$ cat config.mk
export PLATFORM = sky130hd
export DESIGN_NAME = vx_warp_ibuffer
export DESIGN_NICKNAME = d
export VERILOG_FILES = /design/src/rtl/vx_warp_ibuffer_pkg.sv /design/src/rtl/vx_warp_ibuffer_rr_arbiter.sv /design/src/rtl/vx_warp_ibuffer.sv
export SDC_FILE = /design/constraint.sdc
export NUM_CORES = 1
export LEC_CHECK = 0
export CORE_MARGIN = 2
export CORE_UTILIZATION = 50
export CTS_BUF_LIST = sky130_fd_sc_hd__clkbuf_2 sky130_fd_sc_hd__clkbuf_4 sky130_fd_sc_hd__clkbuf_8
export DETAILED_ROUTE_END_ITERATION = 7
export DONT_BUFFER_PORTS = 1
export GPL_ROUTABILITY_DRIVEN = 0
export HOLD_SLACK_MARGIN = 0.12
export SYNTH_ARGS = -nofsm -noshare
export SYNTH_HDL_FRONTEND = slang
export SYNTH_SLANG_ARGS = --single-unit
$ cat constraint.sdc
create_clock -name clk -period 17.1 [get_ports clk]
set_clock_uncertainty 0.1 [all_clocks]
set_input_delay 1.71 -clock clk [delete_from_list [all_inputs] [get_ports clk]]
set_output_delay 1.71 -clock clk [all_outputs]
set_load 0.01 [all_outputs]
$ cat src/rtl/vx_warp_ibuffer_pkg.sv
// ---------------------------------------------------------------------------
// vx_warp_ibuffer_pkg
// Shared constants for the per-warp instruction buffer. These are the machine
// configuration and the decoded-instruction field widths that together form
// the opaque payload carried from decode to dispatch.
// ---------------------------------------------------------------------------
package vx_warp_ibuffer_pkg;

  // Machine configuration
  localparam int IBUF_NUM_THREADS = 4;
  localparam int IBUF_NUM_WARPS   = 4;
  localparam int IBUF_NW_BITS     = $clog2(IBUF_NUM_WARPS);
  localparam int IBUF_DEPTH       = 2;

  // Decoded instruction fields, packed in this order into the payload
  localparam int TMASK_BITS   = IBUF_NUM_THREADS;
  localparam int PC_BITS      = 32;
  localparam int EX_TYPE_BITS = 2;
  localparam int OP_TYPE_BITS = 4;
  localparam int OP_MOD_BITS  = 3;
  localparam int WB_BITS      = 1;
  localparam int USE_PC_BITS  = 1;
  localparam int USE_IMM_BITS = 1;
  localparam int REG_BITS     = 5;   // rd, rs1, rs2, rs3 each
  localparam int IMM_BITS     = 32;
  localparam int UUID_BITS    = 28;

  localparam int IBUF_DATAW = TMASK_BITS + PC_BITS + EX_TYPE_BITS + OP_TYPE_BITS
                            + OP_MOD_BITS + WB_BITS + USE_PC_BITS + USE_IMM_BITS
                            + 4 * REG_BITS + IMM_BITS + UUID_BITS;

endpackage

$ cat src/rtl/vx_warp_ibuffer_rr_arbiter.sv
// ---------------------------------------------------------------------------
// vx_rr_arbiter
// Purely combinational round-robin selector over N request lines.
//   requests    : one request bit per candidate
//   rr_ptr      : highest-priority candidate this cycle
//   lock        : when set, the grant is pinned to lock_idx regardless of
//                 requests (used to hold a stalled handshake stable)
//   lock_idx    : index held while lock is set
//   grant_idx   : selected candidate (0 when nothing is granted)
//   grant_valid : a candidate is granted
// N must be a power of two so index arithmetic wraps modulo N for free.
// ---------------------------------------------------------------------------
module vx_rr_arbiter #(
  parameter int N    = 4,
  parameter int LOGN = $clog2(N)
) (
  input  logic [N-1:0]    requests,
  input  logic [LOGN-1:0] rr_ptr,
  input  logic            lock,
  input  logic [LOGN-1:0] lock_idx,
  output logic [LOGN-1:0] grant_idx,
  output logic            grant_valid
);

  logic [LOGN-1:0] idx;

  // NOTE: every variable driven here gets a default before any branch, so no
  // path leaves a value unassigned and no latch is inferred.
  always_comb begin
    grant_idx   = '0;
    grant_valid = 1'b0;
    idx         = '0;
    if (lock) begin
      grant_idx   = lock_idx;
      grant_valid = 1'b1;
    end else begin
      // Scan from rr_ptr upward; the first hit wins.
      for (int i = 0; i < N; i++) begin
        idx = rr_ptr + LOGN'(i);
        if (!grant_valid && requests[idx]) begin
          grant_idx   = idx;
          grant_valid = 1'b1;
        end
      end
    end
  end

endmodule

$ cat src/rtl/vx_warp_ibuffer.sv
// ---------------------------------------------------------------------------
// vx_warp_ibuffer
// Per-warp instruction buffer between decode and dispatch. Each warp owns a
// small circular FIFO; a round-robin arbiter presents one warp head per cycle
// so a stalled warp never blocks the others.
//   clk, reset            : clock, synchronous active-high reset
//   in_valid/in_wid/in_data, in_ready    : push from decode into warp in_wid
//   out_valid/out_wid/out_data, out_ready: head of the granted warp downstream
//   empty_mask / full_mask: per-warp occupancy flags from registered counts
// ---------------------------------------------------------------------------
module vx_warp_ibuffer
  import vx_warp_ibuffer_pkg::*;
#(
  parameter int NUM_WARPS = IBUF_NUM_WARPS,
  parameter int DEPTH     = IBUF_DEPTH,
  parameter int DATAW     = IBUF_DATAW,
  parameter int NW_BITS   = $clog2(NUM_WARPS)
) (
  input  logic                 clk,
  input  logic                 reset,
  input  logic                 in_valid,
  input  logic [NW_BITS-1:0]   in_wid,
  input  logic [DATAW-1:0]     in_data,
  output logic                 in_ready,
  output logic                 out_valid,
  output logic [NW_BITS-1:0]   out_wid,
  output logic [DATAW-1:0]     out_data,
  input  logic                 out_ready,
  output logic [NUM_WARPS-1:0] empty_mask,
  output logic [NUM_WARPS-1:0] full_mask
);

  localparam int CNTW = $clog2(DEPTH + 1);
  localparam int PTRW = $clog2(DEPTH);

  logic [DATAW-1:0]   mem    [NUM_WARPS][DEPTH];
  logic [CNTW-1:0]    count  [NUM_WARPS];
  logic [PTRW-1:0]    rd_ptr [NUM_WARPS];
  logic [PTRW-1:0]    wr_ptr [NUM_WARPS];
  logic [NW_BITS-1:0] rr_ptr;
  logic               lock;
  logic [NW_BITS-1:0] lock_wid;

  logic               push;
  logic               pop;
  logic [NW_BITS-1:0] grant_idx;
  logic               grant_valid;
  logic [NUM_WARPS-1:0] push_vec;
  logic [NUM_WARPS-1:0] pop_vec;

  always_comb begin
    empty_mask = '0;
    full_mask  = '0;
    for (int w = 0; w < NUM_WARPS; w++) begin
      empty_mask[w] = (count[w] == '0);
      full_mask[w]  = (count[w] == CNTW'(DEPTH));
    end
  end

  // Depends only on registered counts: a full warp stays closed even when its
  // head is leaving this cycle, keeping out_ready off the in_ready path.
  assign in_ready = !full_mask[in_wid];
  assign push     = in_valid && in_ready;

  vx_rr_arbiter #(
    .N    (NUM_WARPS),
    .LOGN (NW_BITS)
  ) u_rr_arbiter (
    .requests    (~empty_mask),
    .rr_ptr      (rr_ptr),
    .lock        (lock),
    .lock_idx    (lock_wid),
    .grant_idx   (grant_idx),
    .grant_valid (grant_valid)
  );

  assign out_valid = grant_valid;
  assign out_wid   = grant_valid ? grant_idx : '0;
  assign out_data  = grant_valid ? mem[grant_idx][rd_ptr[grant_idx]] : '0;
  assign pop       = grant_valid && out_ready;

  always_comb begin
    push_vec = '0;
    pop_vec  = '0;
    if (push) push_vec[in_wid]   = 1'b1;
    if (pop)  pop_vec[grant_idx] = 1'b1;
  end

  // NOTE: state registers use non-blocking assignments so every update in this
  // block sees the pre-edge values, regardless of statement order.
  always_ff @(posedge clk) begin
    if (reset) begin
      for (int w = 0; w < NUM_WARPS; w++) begin
        count[w]  <= '0;
        rd_ptr[w] <= '0;
        wr_ptr[w] <= '0;
      end
      rr_ptr   <= '0;
      lock     <= 1'b0;
      lock_wid <= '0;
    end else begin
      for (int w = 0; w < NUM_WARPS; w++) begin
        if (push_vec[w]) wr_ptr[w] <= wr_ptr[w] + PTRW'(1);
        if (pop_vec[w])  rd_ptr[w] <= rd_ptr[w] + PTRW'(1);
        case ({push_vec[w], pop_vec[w]})
          2'b10:   count[w] <= count[w] + CNTW'(1);
          2'b01:   count[w] <= count[w] - CNTW'(1);
          default: ;
        endcase
      end

      if (pop) begin
        lock   <= 1'b0;
        rr_ptr <= grant_idx + NW_BITS'(1);
      end else if (grant_valid) begin
        // Stalled handshake: pin the grant until it is consumed.
        lock     <= 1'b1;
        lock_wid <= grant_idx;
      end
    end
  end

  // NOTE: payload storage is deliberately not reset; an entry is only ever
  // observed once count says it was written, so clearing it would buy nothing.
  always_ff @(posedge clk) begin
    if (push) mem[in_wid][wr_ptr[in_wid]] <= in_data;
  end

endmodule
### Word-level counts from Yosys, hierarchy flattened

Memory sizes are Yosys's and may differ from the RTL's.
Index checks and enable logic that the tools add are counted.

* output and inout port bits: 140
* bits in writable memories: 1040
* bits in read-only memories: 0
* bits in latches: 0
* bits of input ports: 134
* memories: 4
* register bits after elaboration: 5

* mux-type cells: 104
* bitwise gates (word level): 20
* multipliers: 0
* equality and inequality tests: 12
* shift operators: 0
* $lt $le $gt $ge: 11
* reductions and logical operators: 18
* $add $sub $neg: 20
* div/mod/pow operators: 0

Memory list
* mem: depth 4, bits a word 256, read ports 1, clocked after Yosys merged registers in 0, write ports 1, line vx_warp_ibuffer.sv:36 `logic [DATAW-1:0] mem [NUM_WARPS][DEPTH];`
* count: depth 4, bits a word 2, read ports 4, clocked after Yosys merged registers in 0, write ports 4, line vx_warp_ibuffer.sv:37 `logic [CNTW-1:0] count [NUM_WARPS];`
* rd_ptr: depth 4, bits a word 1, read ports 5, clocked after Yosys merged registers in 0, write ports 4, line vx_warp_ibuffer.sv:38 `logic [PTRW-1:0] rd_ptr [NUM_WARPS];`
* wr_ptr: depth 4, bits a word 1, read ports 5, clocked after Yosys merged registers in 0, write ports 4, line vx_warp_ibuffer.sv:39 `logic [PTRW-1:0] wr_ptr [NUM_WARPS];`

Operators by type and width (number)
* $mux W128: 5
* $mux W256: 1
* $demux W128 S1: 1
* $mux W1: 74
* $mux W2: 14
* $lt A2 B3 Y1 const B: 6
* $eq A2 B2 Y1 const B: 8
* $or A1 B1 Y1: 16
* $add A2 B1 Y2 const B: 6
* $bmux W1 S2: 5
* $add A1 B1 Y1 const B: 8
* $eq A2 B1 Y1 const B: 4
* $logic_and A1 B1 Y1: 8
* $logic_not A2 Y1: 4
* $mux W4: 2
* $sub A2 B1 Y2 const B: 4
* $add A2 B2 Y2 const B: 2
* $demux W1 S2: 2
* $ge A2 B1 Y1 const B: 2
* $ge A2 B2 Y1 const B: 2
* $logic_not A1 Y1: 4
* $not A1 Y2: 2
* $not A4 Y4: 1
* $lt A2 B1 Y1 const B: 1
* 3 further kinds: 3

### Longest topological paths before layout

Gate-level depths: netlist (run 1).

* word-level depth: 29
* depth in mapped cells: 14

### Modules after synthesis

A second synthesis (run 1) with hierarchy kept.

* cell total of the unflattened synthesis: 1793
* area total of the unflattened synthesis: 40630.2 um2

Modules (own cells, without submodules)
* vx_warp_ibuffer: area an instance 40440.0 um2, cells an instance 1762, times used 1
* vx_rr_arbiter: area an instance 190.2 um2, cells an instance 31, times used 1

### Worst setup path before layout (run 1)

Ideal clock, no wire load.

* kind: input-to-reg
* start: input port in_wid[1]
* end: memory mem[0][0] in the netlist's numbering (enable)
* required time: 16.071 ns
* path slack: 1.707 ns
* stages: 4
* arrival: 14.364 ns
* buffers on the path: 1
* cell sequence: clkbuf_1 -> mux4_2 -> inv_1 -> nor4_1

* cells in the longest elaborated chain, start to end: 7

RTL lines
* start, declared: line vx_warp_ibuffer.sv:22 `input logic [NW_BITS-1:0] in_wid,`
* $mem_v2 Z4 W1
* $not A1 Y2 (implied by the code): line vx_warp_ibuffer.sv:126 `if (push) mem[in_wid][wr_ptr[in_wid]] <= in_data;`
* $ge A2 B2 Y1 (implied by the code) / $lt A2 B1 Y1 (equally long branches): line vx_warp_ibuffer.sv:126
* $logic_and A1 B1 Y1 (implied by the code): line vx_warp_ibuffer.sv:126
* $mux W128 (implied by the code): line vx_warp_ibuffer.sv:126
* $demux W128 S1: line vx_warp_ibuffer.sv:126
* $mux W256 (implied by the code): line vx_warp_ibuffer.sv:126
* end, declared: line vx_warp_ibuffer.sv:36

Parallel ways exist; a longest one is shown, timed or not. The select of a mux whose other input is x is not followed.

==> results by stage, run 1 <==
Power:
- The reported leakage power is around 14 nW.
- The largest voltage drop on the vdd net is between 0.00015 and 0.0002 V.
- Power spread over the standard cell area amounts to about 150 nW/um^2.

Die:
- The initial core utilization is 0.505.
- The y dimension of the die is approximately 290 microns.
- The die extent in x is 289 microns.
- Pin placement for this block handled between 200 and 300 I/O pins.
- The placeable core region is between 80000 and 90000 sq um.
- The row count is roughly 100.
- The die outline area is approximately 84000 sq um.

Drt:
- The first-pass iteration count of the detailed router is 5.
- The wire length after detailed routing is roughly 87 mm.
- For this block, the initial DRC count from the detailed router was 1356.
- The antenna violation net count after detailed routing is 0.
- The remaining design rule violation count is 0.
- After detailed routing, the number of vias per cell comes to slightly below 6.
- The per-cell routed wire length is between 20 and 30 microns.
- The via total after detailed routing is about 19k.

Synthesis:
- The most used flip-flop cell after synthesis is edfxtp_1.
- The synthesized area per cell is between 20 and 25 sq um.
- The cell taking the most area after synthesis is edfxtp_1.
- Of the total synthesized cell area, the portion taken by AND, OR, NAND and NOR gates is 0.0362.
- The Yosys step of the flow raised 0 warnings.
- By area, the combinational part of the netlist is dominated by multiplexers.
- The xor/xnor share of the synthesized area is 0.00151.
- The share of synthesized area in the top cell type comes to 0.768.
- Synthesis inferred ~1.0k register bits.
- The arithmetic-cell share of the synthesized area counting full adders, half adders and majority gates is 0.000923.
- Of all flip-flops after synthesis, the portion carrying an async set or reset was 0.
- Synthesis produced a netlist whose cell count is a little under 2k.
- After synthesis the cells add up to around 40000 sq um.
- Yosys attributes the largest share of cell area to edfxtp_1, mux4_2, nand2_1.
- The complex-gate fraction of the synthesized area is 0.0251.
- The post-synthesis net count is around 2.1k.
- The fraction of synthesized area in multiplexers is 0.145.
- For this run, the register share of the synthesized area comes to 0.771.
- The netlist uses 50 different library cells.
- Counting flops with a built-in enable in the synthesized netlist gives ~1.0k.

Hold path:
- The number of cells on the worst hold path is 2.
- The tightest min-delay check is of the flip-flop to flip-flop type.

Global route:
- The number of antenna violations at the first check in global routing is 1.
- The first-pass GRT wire length is 129 mm.
- The number of global-route vias before repair is between 20k and 25k.
- Entering global routing, the biggest net connects between 150 and 200 pins.
- The total congestion overflow is 0.
- For this run, the total global-route usage over all layers was measured as 0.212.

Setup path:
- The required time at the endpoint of the critical path is 15290 ps.
- The last element of the critical path is out_data[117].
- Tracing the worst setup path back leads to its startpoint at count[3][0]$_DFFE_PP_.
- The data arrival time of the critical path is about 5700 ps.
- The endpoint of the lowest-slack register-to-register path is mem[3][95]$_DFFE_PP_.
- The startpoint-to-endpoint class of the critical path is flip-flop to output pin.
- Of all nets on the critical path, the largest fanout is around 110.
- The kind of capture point of the worst setup path is an output pin.
- The worst setup path is launched from a flip-flop.
- In this run the critical register-to-register path is launched from count[3][0]$_DFFE_PP_.
- For flop-to-flop paths, the worst setup slack is approximately 12000 ps.
- For the worst flop-to-flop path, the logic depth is 7.

Placed design:
- The number of buffer cells added on primary ports is 0.
- Before CTS, the worst setup slack after placement is 10470 ps.
- Once placement finished, the instance area stood at 41500 sq um.
- The HPWL reported at the end of detailed placement is ~45 mm.

Run status:
- The run finished with clean final reports.

Clocking:
- The H-tree depth is 4.
- TritonCTS created 167 clock buffers.
- The clock sink count is ~1.0k.
- The clock input transition at the sequential cells of the worst setup and hold paths is roughly 70 ps.
- Clock latency on the worst-skew pair, taken at its later pin, is between 700 and 800 ps.
- The TritonCTS clock tree is done.
- The root buffer cell chosen for the clock tree is clkbuf_8.
- The worst-case clock buffer depth is 3.
- Once the clock tree was built, the setup fixing pass inserted 0 buffers.
- The hold buffer count at CTS is 0.
- The number of gates resized after CTS was 0.

Timing:
- Measured against its own limit, the worst slew margin works out to 0.263.
- The worst path setup slack after routing is around 9600 ps.
- Setup violations remaining at the end of the flow were counted as 0.
- The final number of hold-violating endpoints came to 0.
- The fmax is roughly 130 MHz.
- The aggregate negative setup slack is 0 ps.
- For the pin with the worst max-slew slack, the measured transition is between 1000 and 1500 ps.
- The final critical path time including I/O delays and setup is between 7000 and 8000 ps.
- The number of max-slew violations in the final report is 0.
- Of the available clock period, the critical path in the final layout requires 0.436.
- Setup repair after global routing left no endpoint under its margin.

Final layout:
- The library cell used most frequently in the layout, excluding fill and tap cells, is edfxtp_1.
- Of the cells placed in the final design, the portion with a size suffix greater than 1 is 0.286.
- In the layout the commonest cells are edfxtp_1, nand2_1, mux4_2.
- After routing the design area is roughly 45000 sq um.
- At the end of the flow, the number of nets in the layout was around 2.2k.
- The final-layout fill cell count is roughly 6k.
- Relative to the synthesized area, the layout overhead comes to 9.80%.

Flow run:
- The tool flagged a number of max-cap violations equal to 0.
## kinds of logic after synthesis
group / count (synthesis)
AOI/OAI and AO/OA: 148
muxes: 265
xor gates and xnor gates: 7
DFF: 1045
adders and majority gates: 3
buffers and inverters: 128
and+or+nand+nor: 347
## state kept, by name (all words and copies together), names as in the netlist
signal    count
mem        1024
wr_ptr        4
lock_wid      2
count         8
lock          1
rr_ptr        2
rd_ptr        4
## Yosys cell counts, types with 9 or more instances
cell type and instances:
buf_6 15, edfxtp_1 1040, buf_12 9, nand2_1 265, nor3_1 15, mux4_2 259
buf_4 14, clkbuf_1 35, nor2_1 16, inv_1 14, buf_2 34, a21oi_2 63
nand2b_1 10, a21oi_1 73
## critical path, cell delays in order, from the launching register on
cell      delay (ps)
edfxtp_1         390
inv_1            120
ha_1             320
inv_1            100
a21oi_1          220
a32oi_1          170
o31ai_2          700
inv_8            460
mux4_4          1090
buf_4            710
nand2_1          100
a21oi_1          320
## metal layers
layer / vias up / global-route usage / wire length [microns]
met3: 142 / 0.0680 / 6860
met4: 0 / 0.0707 / 2130
met2: 581 / 0.354 / 44300
met1: 10141 / 0.264 / 33900
met5: - / 0 / 0
li1: 8057 / - / -
## worst min-delay path by stage
| stage | end | from | slack [ps] |
|---|---|---|---|
| 2_1_floorplan | lock_wid[1]$_SDFFE_PP0P_ | lock_wid[1]$_SDFFE_PP0P_ | 350 |
| 5_1_grt | lock_wid[0]$_SDFFE_PP0P_ | lock_wid[0]$_SDFFE_PP0P_ | 440 |
| 3_3_place_gp | lock_wid[1]$_SDFFE_PP0P_ | lock_wid[1]$_SDFFE_PP0P_ | 370 |
| 4_1_cts | lock_wid[0]$_SDFFE_PP0P_ | lock_wid[0]$_SDFFE_PP0P_ | 410 |
| 3_5_place_dp | lock_wid[0]$_SDFFE_PP0P_ | lock_wid[0]$_SDFFE_PP0P_ | 400 |
| 6_report | lock_wid[0]$_SDFFE_PP0P_ | lock_wid[0]$_SDFFE_PP0P_ | 410 |
## cell type report
cell class / count / area, sq um / share of cell area
Tap cell: 1060 / 1330 / 0.0297
Clock buffer: 226 / 2750 / 0.0616
Sequential cell: 1045 / 31300 / 0.702
Antenna cell: 1 / 2.50 / 0.0000561
Timing Repair Buffer: 24 / 243 / 0.00544
Inverter: 16 / 93.8 / 0.00210
Clock inverter: 56 / 348 / 0.00779
Multi-Input combinational cell: 770 / 8550 / 0.192
## where the power goes
part	total [W]	switching [W]	internal [W]	leakage [nW]
logic	0.00174	0.00106	0.000679	2.90
registers	0.00293	0.0000233	0.00291	9.49
clock network	0.00200	0.000930	0.00107	1.63
## through the flow
stage                util  std cells  hold slack, ps  total power [W]
finish              0.554       3198             411          0.00667
global route        0.554       3198             443          0.00699
CTS                 0.554       3197             414          0.00678
detailed placement  0.516       2915             397          0.00478
global placement    0.516       2915             373          0.00477
floorplan               -       1943             351          0.00443
(Power assumes the default switching activity.)
==> run 2: changes to the inputs <==
Clock period 17.1 ns to 7.4 ns, I/O delays scaled along.
==> run 2 against run 1 <==
Net effect:
- count of clock-buffer cells in the layout rose by 5
- via count grew 2.6%
- design area increased by 3.3%
- hold slack worse by 180 ps
- cell count rose by 4.9%
- routed wire length down 0.28%
- global-route usage increased by 0.14 points
- critical path type unchanged
- largest cell class unchanged
- largest power group unchanged
- highest routed layer is now met5
==> results by stage, run 2 (synthesis gave the netlist of run 1 again) <==
Flow run:
- The number of violations of the max-capacitance limit is 0 (unchanged).

Clocking:
- The clock input transition at the sequential cells of the worst setup and hold paths is 60 ps (about the same).
- The latest clock arrival within the worst-skew pair was 780 ps (about the same).
- Clock tree synthesis selected as its root buffer the cell clkbuf_8.
- The number of buffers created by CTS is 169 (+1.2%).
- The clock sink count is 1045 (unchanged).
- The total setup buffers inserted after CTS is 0 (unchanged).
- TritonCTS built the clock tree.
- The worst-case clock buffer depth is 3 (unchanged).
- The H-tree depth came to 4 (unchanged).
- The total of cells resized after clock tree synthesis came to 0 (unchanged).

Global route:
- The number of global-route vias before repair was 20.7k (+2.9%).
- The first-pass GRT wire length is 130 mm (+1.0%).
- The number of antenna violations at the first check in global routing is 9 (+8).
- The maximum number of pins on one net before global-route repair is 149 (-17%).
- The total congestion overflow is 0 (unchanged).
- The combined global-route utilization of all metal layers came to 0.213 (+0.00135).

Final layout:
- The area growth from synthesis to layout is 13.5%.
- The number of flip-flops in the largest register is 1024 (unchanged).
- The most frequent standard cell in the layout excluding fill and tap cells is edfxtp_1.
- The final non-filler cell area came to 46100 sq um (+3.3%).
- The utilization after layout was 0.573 (+0.0185).
- The final layout net count is 2300 (+6.4%).
- In the layout the commonest cells are edfxtp_1, nand2_1, mux4_2.
- The layout cell share with drive strength beyond 1 is 0.273 (-0.0129).

Die:
- The die extent in x is 289 microns (unchanged).
- The y dimension of the die was 289 microns (unchanged).
- The row count is 104 (unchanged).
- The placeable core region is 80500 sq um (unchanged).
- The initial core utilization is 0.505 (unchanged).
- The number of top-level design ports came to 274 (unchanged).
- The die outline area came to 83600 sq um (unchanged).

Power:
- The power per cell area is 338 nW/um^2 (+130%).
- The clock network fraction of total power is 0.297 (-0.003).
- The share of total power in sequential cells came to 0.434 (-0.005).
- The switching share of power was 0.307 (+0.00470).
- The net switching power figure is 0.00479 W (+140%).
- The internal power contribution is 0.0108 W (+130%).
- The share of power burned in combinational logic was 0.269 (+0.008).
- The largest voltage drop on the vdd net is 0.000413 V (+130%).
- The sum of internal, switching and leakage power came to 0.0156 W (+130%).
- The reported leakage power is 14.7 nW (+4.5%).

Timing:
- The slew at the pin closest to its max-slew limit is 1200 ps (+98.2 ps).
- Setup repair after global routing left no endpoint under its margin.
- The aggregate negative setup slack is 0 ps (unchanged).
- The worst slew margin relative to its limit is 0.199 (-0.0637).
- The number of max-slew violations in the final report is 0 (unchanged).
- The final critical path time including I/O delays and setup is roughly 6300 ps.
- The final worst-path cycle share is 0.849.
- The total setup violations reported at the end of the flow is 0 (unchanged).
- The final number of hold-violating endpoints is 0 (unchanged).
- Static timing analysis puts the maximum clock frequency at approximately 160 MHz.

Drt:
- The via total after detailed routing came to 19.4k (+2.6%).
- The antenna violation net count after detailed routing is 0 (unchanged).
- The first-pass iteration count of the detailed router is 5 (unchanged).
- The remaining design rule violation count is 0 (unchanged).
- The via count normalized by instance count came to 5.78 (-2.2%).
- The wire length after detailed routing is 87.0 mm (-0.28%).
- The number of DRC violations after detailed-routing iteration 0 is 1404 (+3.5%).
- The per-cell routed wire length is 25.9 microns (-4.9%).

Placed design:
- The number of buffer cells added on primary ports is 0 (unchanged).
- The HPWL reported at the end of detailed placement is 42.9 mm (-4.1%).
- The cell area after placement is 41600 sq um (+0.20%).

Setup path:
- Among all stages on the critical path, the largest delay is contributed by mux4_4.
- The delay of the slowest critical-path stage is 1080 ps (about the same).
- The gate family responsible for the most delay along the worst path is compound AO/OA/AOI/OAI gates.
- The data arrival time of the critical path was 5440 ps (-210 ps).
- The buffering stage count on the worst path with inverters included is 3 (-1).
- The signal on the critical path passes through inv_1 -> ha_1 -> and2_1 -> o211ai_1 -> a21oi_1 -> o31ai_2 -> inv_8 -> mux4_4 -> buf_4 -> nand2_1 -> a21oi_1.
- The worst setup path is captured at an output pin.
- Among the stages of the critical path, the cell type that occurs most often is a21oi_1.
- STA classifies the critical path startpoint as a flip-flop.
- The startpoint-to-endpoint class of the critical path is flip-flop to output pin.
- The highest fanout seen on the critical path was 95 (-16%).
- The required time at the endpoint of the critical path was 6560 ps (-8730 ps).

Run status:
- The run finished with clean final reports.

Hold path:
- The min-delay analysis places its worst path in the category input pin to flip-flop.
-- run 2: worst reg2reg max path, stage by stage, from the launching register on --
cell      delay [ps]
edfxtp_1         510
nor2_1           410
nand4_1          250
a21oi_1          250
o31ai_2          180
inv_8            600
buf_4            870
nand4_1          380
xnor2_1          310
nand2b_1         130
-- run 2: per-layer routing --
layer / track usage / wire [microns] / up-vias
met3: 0.0520 / 5270 / 121
met2: 0.361 / 44900 / 549
met1: 0.277 / 35300 / 10343
li1: - / - / 8380
met4: 0.0616 / 1450 / 14
met5: 0 / 90 / -
-- run 2: power by group through the flow --
stage	Sequential (W)	Clock [W]	Combinational (W)
finish	0.00677	0.00463	0.00420
global route	0.00678	0.00503	0.00457
CTS	0.00677	0.00478	0.00432
detailed placement	0.00690	0	0.00419
global placement	0.00688	0	0.00418
floorplan	0.00690	0	0.00333
-- run 2: metrics by stage --
stage	instances	hold slack [ps]	setup slack, ps
floorplan	1943	351	-177
global placement	2919	374	1960
detailed placement	2919	410	1870
CTS	3353	126	989
global route	3355	208	708
finish	3355	231	1120
-- run 2: path summary, 6_finish.rpt --
kind	start	endpoint	slack [ps]	cells past startpoint
setup / recovery	count[3][0]$_DFFE_PP_	out_data[113]	1120	11
hold / removal	in_wid[0]	count[0][1]$_SDFFCE_PN0P_	230	3
setup reg to reg	count[0][0]$_SDFFCE_PN0P_	count[2][0]$_SDFFCE_PN0P_	3160	9
hold reg to reg	lock_wid[1]$_SDFFE_PP0P_	lock_wid[1]$_SDFFE_PP0P_	410	2
-- run 2: layout make-up --
| type | instances | area [sq um] |
|---|---|---|
| antenna | 2 | 5.00 |
| timing repair buffer | 161 | 1640 |
| inverter | 16 | 93.8 |
| multi-input combinational | 770 | 8570 |
| fill | 6029 | 34400 |
| clock inverter | 70 | 353 |
| tap | 1060 | 1330 |
| clock buffer | 231 | 2810 |
| sequential | 1045 | 31300 |
-- run 2: what timing repair did --
| item | 4_1_cts | 5_1_grt |
|---|---|---|
| hold buffers | 133 | 0 |
| endpoints found under the setup margin | 0 | 0 |
| endpoints found under the hold margin | 1066 | 0 |
